### config.mk
export PLATFORM = sky130hd
export DESIGN_NAME = operand_select_mux_flat
export DESIGN_NICKNAME = d
export VERILOG_FILES = /design/src/rtl/operand_select_mux_if.sv /design/src/rtl/operand_select_mux.sv /design/src/flat_wrapper.sv
export SDC_FILE = /design/constraint.sdc
export NUM_CORES = 1
export LEC_CHECK = 0
export ABC_AREA = 1
export CAP_MARGIN = 20
export CORE_AREA = 2 2 39 41
export CTS_BUF_LIST = sky130_fd_sc_hd__clkbuf_16
export CTS_CLUSTER_SIZE = 8
export DETAILED_ROUTE_END_ITERATION = 12
export DIE_AREA = 0 0 41 43
export GPL_TIMING_DRIVEN = 0
export PLACE_DENSITY_LB_ADDON = 0.12
export RECOVER_POWER = 50
export SYNTH_ARGS = -nofsm -noshare
export SYNTH_HDL_FRONTEND = slang
export SYNTH_SLANG_ARGS = --single-unit
### constraint.sdc
create_clock -name clk -period 0.8 [get_ports clk]
set_input_delay 0.2 -clock clk [delete_from_list [all_inputs] [get_ports clk]]
set_output_delay 0.2 -clock clk [all_outputs]
set_load 0.01 [all_outputs]
### src/rtl/operand_select_mux_if.sv
// rtl/operand_select_mux_if.sv - handshake bundle for operand_select_mux
//
// Groups the NUM_IN input channels, the explicit select and the mode
// input, and the registered output channel with its source index.
//   master : operand buffers / downstream (drives in_*, sel, mode, out_ready)
//   slave  : operand_select_mux (drives in_ready, out_data, out_valid, out_src)
interface operand_select_mux_if #(
    parameter int WIDTH  = 4,
    parameter int NUM_IN = 2
);
    localparam int SEL_W = $clog2(NUM_IN);

    logic [NUM_IN*WIDTH-1:0] in_data;
    logic [NUM_IN-1:0]       in_valid;
    logic [NUM_IN-1:0]       in_ready;
    logic [SEL_W-1:0]        sel;
    logic                    mode;
    logic [WIDTH-1:0]        out_data;
    logic                    out_valid;
    logic                    out_ready;
    logic [SEL_W-1:0]        out_src;

    modport master (
        output in_data, in_valid, sel, mode, out_ready,
        input  in_ready, out_data, out_valid, out_src
    );

    modport slave (
        input  in_data, in_valid, sel, mode, out_ready,
        output in_ready, out_data, out_valid, out_src
    );
endinterface

### src/rtl/operand_select_mux.sv
// rtl/operand_select_mux.sv - NUM_IN:1 registered operand mux with valid/ready handshakes
//
// Picks one of NUM_IN channels (explicit sel, or round-robin scan) and
// registers it into a single output slot that holds under back-pressure.
// Optional feature macro: OPERAND_MUX_RR_EN builds round-robin mode and its
// pointer; without it the mode input is ignored (always explicit select).
// Ports:
//   clk  - rising-edge clock
//   rst  - synchronous active-high reset
//   bus  - operand_select_mux_if.slave: in_data/in_valid/in_ready per channel,
//          sel, mode, out_data/out_valid/out_ready, out_src
module operand_select_mux #(
    parameter int  WIDTH  = 4,
    parameter int  NUM_IN = 2,
    localparam int SEL_W  = $clog2(NUM_IN)
) (
    input  logic                clk,
    input  logic                rst,
    operand_select_mux_if.slave bus
);
    logic [WIDTH-1:0]  data_q, data_d;
    logic [SEL_W-1:0]  src_q, src_d;
    logic              valid_q, valid_d;

    logic [SEL_W-1:0]  chosen;
    logic              chosen_ok;
    logic              chosen_valid;
    logic [WIDTH-1:0]  chosen_data;
    logic              can_accept;
    logic              load;
    logic [NUM_IN-1:0] ready;

`ifdef OPERAND_MUX_RR_EN
    logic [SEL_W-1:0]  ptr_q, ptr_d;
    logic              rr_found;
    logic [SEL_W-1:0]  rr_idx;
    int                rr_pos;

    // Circular scan starting at ptr_q; first valid channel wins.
    always_comb begin
        rr_found = 1'b0;
        rr_idx   = '0;
        rr_pos   = 0;
        for (int k = 0; k < NUM_IN; k++) begin
            rr_pos = int'(ptr_q) + k;
            if (rr_pos >= NUM_IN) begin
                rr_pos = rr_pos - NUM_IN;
            end
            if (!rr_found && bus.in_valid[rr_pos]) begin
                rr_found = 1'b1;
                rr_idx   = SEL_W'(rr_pos);
            end
        end
    end
`else
    logic unused_mode;
    assign unused_mode = bus.mode;
`endif

    // Channel choice; an out-of-range sel chooses nothing.
    always_comb begin
        chosen    = bus.sel;
        chosen_ok = ({1'b0, bus.sel} < (SEL_W+1)'(NUM_IN));
`ifdef OPERAND_MUX_RR_EN
        if (bus.mode) begin
            chosen    = rr_idx;
            chosen_ok = rr_found;
        end
`endif
    end

    always_comb begin
        chosen_data  = '0;
        chosen_valid = 1'b0;
        for (int i = 0; i < NUM_IN; i++) begin
            if (chosen == SEL_W'(i)) begin
                chosen_data  = bus.in_data[i*WIDTH +: WIDTH];
                chosen_valid = bus.in_valid[i];
            end
        end
    end

    // The slot can take new data when empty or draining this cycle;
    // reset blocks all acceptance.
    assign can_accept = !rst && (!valid_q || bus.out_ready);
    assign load       = can_accept && chosen_ok && chosen_valid;

    always_comb begin
        ready = '0;
        for (int i = 0; i < NUM_IN; i++) begin
            ready[i] = can_accept && chosen_ok && (chosen == SEL_W'(i));
        end
    end

    always_comb begin
        data_d  = data_q;
        src_d   = src_q;
        valid_d = valid_q;
        if (load) begin
            data_d  = chosen_data;
            src_d   = chosen;
            valid_d = 1'b1;
        end else if (valid_q && bus.out_ready) begin
            valid_d = 1'b0;
        end
    end

`ifdef OPERAND_MUX_RR_EN
    always_comb begin
        ptr_d = ptr_q;
        if (load && bus.mode) begin
            ptr_d = (chosen == SEL_W'(NUM_IN - 1)) ? '0 : chosen + 1'b1;
        end
    end

    always_ff @(posedge clk) begin
        if (rst) begin
            ptr_q <= '0;
        end else begin
            ptr_q <= ptr_d;
        end
    end
`endif

    always_ff @(posedge clk) begin
        if (rst) begin
            data_q  <= '0;
            src_q   <= '0;
            valid_q <= 1'b0;
        end else begin
            data_q  <= data_d;
            src_q   <= src_d;
            valid_q <= valid_d;
        end
    end

    assign bus.in_ready  = ready;
    assign bus.out_data  = data_q;
    assign bus.out_valid = valid_q;
    assign bus.out_src   = src_q;
endmodule

### src/flat_wrapper.sv
// flat-port wrapper written by rule: the top's interface ports become plain ports
module operand_select_mux_flat 
#(
    parameter int  WIDTH  = 4,
    parameter int  NUM_IN = 2,
    localparam int SEL_W  = $clog2(NUM_IN)
)
  (clk, rst, bus_in_data, bus_in_valid, bus_sel, bus_mode, bus_out_ready, bus_in_ready, bus_out_data, bus_out_valid, bus_out_src);
  operand_select_mux_if #(.WIDTH(WIDTH), .NUM_IN(NUM_IN)) bus_i ();
  input  logic clk;
  input  logic rst;
  input wire logic [$bits(bus_i.in_data)-1:0] bus_in_data;
  input wire logic [$bits(bus_i.in_valid)-1:0] bus_in_valid;
  input wire logic [$bits(bus_i.sel)-1:0] bus_sel;
  input wire logic [$bits(bus_i.mode)-1:0] bus_mode;
  input wire logic [$bits(bus_i.out_ready)-1:0] bus_out_ready;
  output wire logic [$bits(bus_i.in_ready)-1:0] bus_in_ready;
  output wire logic [$bits(bus_i.out_data)-1:0] bus_out_data;
  output wire logic [$bits(bus_i.out_valid)-1:0] bus_out_valid;
  output wire logic [$bits(bus_i.out_src)-1:0] bus_out_src;
  assign bus_i.in_data = bus_in_data;
  assign bus_i.in_valid = bus_in_valid;
  assign bus_i.sel = bus_sel;
  assign bus_i.mode = bus_mode;
  assign bus_i.out_ready = bus_out_ready;
  assign bus_in_ready = bus_i.in_ready;
  assign bus_out_data = bus_i.out_data;
  assign bus_out_valid = bus_i.out_valid;
  assign bus_out_src = bus_i.out_src;
  operand_select_mux #(.WIDTH(WIDTH), .NUM_IN(NUM_IN)) u_core (.clk(clk), .rst(rst), .bus(bus_i));
endmodule
==> parameters.txt <==
Parameter                              Value

Timing
  Fin. max-slew vios    0
  F_max    between 900 and 1000 MHz
  Crit share post-route    137%
  Final worst slack    -296 ps
  Setup repair after global routing missed its margin    true
  Clock Skews    between 3 and 4 ps
  Final critical-path required period    roughly 1100 ps
  Final setup vio count    14
  Final count of hold timing violations    0
  Worst-Margin Slew    between 200 and 250 ps
  Worst slew margin relative to its limit    between 80% and 90%

Routing
  Detailed Route Iter0 Violations    4
  Final routed wire length divided by cell count    8.83 um
  Via total after detailed routing    roughly 430
  Met2 WL    455 um
  DRT Pass-1 Iters    3
  Top routing layer in use    met3
  Via density per instance    4.34
  Sum of routed wire segments on met1    around 360 um
  ANT nets after route    0
  Total detailed-routing wirelength    around 900 um
  Routed length on met3    71 um
  DRC errors left    0

Floorplanning
  Initial Util    a little over a quarter
  Die outline width    roughly 40 um
  Floorplan die area    1760 um2
  Number of rows in the core area    14
  Floorplan core area    roughly 1400 um2
  Top-level port count    23
  Height of the die    between 40 and 50 um

Clock network
  Clock-pin transition on the worst setup and hold timing paths    about 40 ps
  CTS sink cnt    6
  Count of H-tree levels built during CTS    1
  Clock tree from TritonCTS    done
  Cell chosen for the clock root    sky130_fd_sc_hd__clkbuf_16
  Max Buffers Root-to-Sink    2
  Number of buffers added to fix hold violations after cts    0
  Number of buffers added by the clock tree synthesis step    3
  Clock latency of the later-clocked register in the worst-skew pair    around 230 ps

Critical path
  Critical path capture point type    output pin
  Startpoint-to-endpoint class of the critical path    reg2out
  Critical path, cell by cell    nand2_4 -> nand2_4 -> nor2_2 -> buf_2
  Slowest stage cell on the critical path    sky130_fd_sc_hd__dfxtp_4
  Depth of the worst register-to-register path    6
  Setup crit start kind    register
  Largest stage delay on the critical path    340 ps
  Worst reg2reg startpoint    u_core.bus.out_valid
  Data required time of the critical path    600 ps
  Capturing element of the worst setup path    bus_in_ready[1]
  Most used cell, CP    sky130_fd_sc_hd__nand2_4
  Reg-to-Reg End    u_core.bus.out_data[1]
  Arrival time reported for the critical path endpoint    900 ps
  Register-to-register setup slack    -250 ps
  Biggest fanout along the worst timing path    3
  First element of the critical path    u_core.bus.out_valid

Global route
  Vias in the first global route    396
  Global-route wire length before repair    1430 um
  Total global-route track usage    ~12%
  Largest net degree at the start of global routing    9
  Number of antenna violations at the first check in global routing    0
  Grt ovf    0

Finish
  Fraction of final layout cells sized beyond drive strength 1    45.2%
  Nets    100
  Antenna diode count    0
  Layout Utilization    53.8%
  Synth-to-layout area growth    99.7%

Synth
  Number of unique standard cell types used by synthesis    13
  Part of the Yosys area used for sequential elements    between 30% and 40%
  Post-synthesis instance total    54
  Warnings, synthesis    0
  Summed instance area of the synthesized netlist    373 um2
  Total of flip-flops plus latches after synthesis    6
  Post-synth net total    a little under 70
  Syn_area_per_cell    between 6 and 7 um2

Placement
  Weighted congestion at the end of routability-driven global placement    ~0.63
  Buffers on Ports    20
  Total half-perimeter wirelength after legalization and detailed placement    about 660 um

Pwr
  Leakage Power    around 0.00037 uW
  Power consumption    1430 uW
  Power Dens Cells    around 1900 nW/um2
  Peak supply drop    around 2.3 mV

Outcome
  Violated checks    setup timing
  Run status    finished, violations left

Worst hold path
  Worst min path class    in2reg

Flow run
  Max-capacitance violation count    0
cell usage in the layout, fill, tap and decap left out, drive strengths merged:
master and instances:
nand3 5, dlygate4sd2 3, buf 14, and2 4
dfxtp 6, nor2 10, inv 6, a21oi 2
clkdlybuf4s50 10, nand2 21, clkbuf 3
metal layers:
metal,up-vias,track usage (%)
li1,225,-
met5,-,0
met4,0,2.00
met3,0,9.42
met1,196,11.9
met2,13,19.7
cell families (layout without fill, tap and decap cells):
family	count (synthesis)	count (layout)	share of synthesized area, %
buf+inv	6	36	10.7
simple gates	40	40	51.3
compound gates	2	2	5.70
flops	6	6	32.2
synth_stat cells:
library cell	instances	area, um2
sky130_fd_sc_hd__a21oi_4	1	16.3
sky130_fd_sc_hd__inv_4	1	6.26
sky130_fd_sc_hd__nand2_2	1	6.26
sky130_fd_sc_hd__a21oi_1	1	5.00
sky130_fd_sc_hd__nand2_4	3	33.8
sky130_fd_sc_hd__buf_6	1	11.3
sky130_fd_sc_hd__inv_1	3	11.3
sky130_fd_sc_hd__nor2_1	10	37.5
sky130_fd_sc_hd__inv_8	1	11.3
sky130_fd_sc_hd__nand2_1	17	63.8
sky130_fd_sc_hd__and2_1	4	25.0
sky130_fd_sc_hd__dfxtp_1	6	120
sky130_fd_sc_hd__nand3_1	5	25.0
area by class of cell:
class | count | area [um2]
Tap cell | 16 | 20.0
Inverter | 5 | 28.8
Multi-Input combinational cell | 42 | 238
Fill cell | 145 | 639
Clock buffer | 3 | 75.1
Timing Repair Buffer | 26 | 238
Buffer | 1 | 11.3
Sequential cell | 6 | 130
Clock inverter | 1 | 3.75
stage by stage:
stage	hold slack (ps)	TNS, ps	setup WS [ps]	area, um2	instances
6_report	280	-2410	-296	744	100
5_1_grt	289	-3010	-351	744	100
4_1_cts	283	-2410	-303	717	98
3_5_place_dp	459	-6470	-1020	602	90
3_3_place_gp	456	-6370	-993	602	90
2_1_floorplan	269	-244	-34.6	382	54
flip-flops by register name (all words and copies together) (netlist names):
name                  flops
u_core.bus.out_src        1
u_core.bus.out_data       4
u_core.bus.out_valid      1
how the worst min path moves through the flow:
stage                            from                endpoint  slack [ps]  depth (start not counted)
2_1_floorplan                     rst      u_core.bus.out_src         270                          1
3_3_place_gp       u_core.bus.out_src      u_core.bus.out_src         460                          2
3_5_place_dp   u_core.bus.out_data[2]  u_core.bus.out_data[2]         460                          2
4_1_cts                       bus_sel      u_core.bus.out_src         280                          3
5_1_grt                       bus_sel      u_core.bus.out_src         290                          3
6_report                      bus_sel      u_core.bus.out_src         280                          3
worst max-delay path, delay by kind of cell (launching register included):
kind | cells | cell delay (ps)
buffers and inverters | 1 | 130
and+or+nand+nor | 3 | 200
DFF | 1 | 340
power by group:
| part | total (uW) | switching [uW] | internal, uW | leakage (uW) |
|---|---|---|---|---|
| logic | 281 | 123 | 157 | 0.000274 |
| registers | 339 | 14.9 | 324 | 0.0000519 |
| clock network | 807 | 160 | 647 | 0.0000423 |
| total | 1430 | 298 | 1130 | 0.000369 |
what timing repair did:
| item | CTS | global route |
|---|---|---|
| endpoints found under the setup margin | 14 | 14 |
| setup buffers | 4 | 2 |
| gates resized for setup | 46 | 3 |
| pin swaps | 3 | 3 |
No activity file was read; power rests on OpenSTA's default activity.
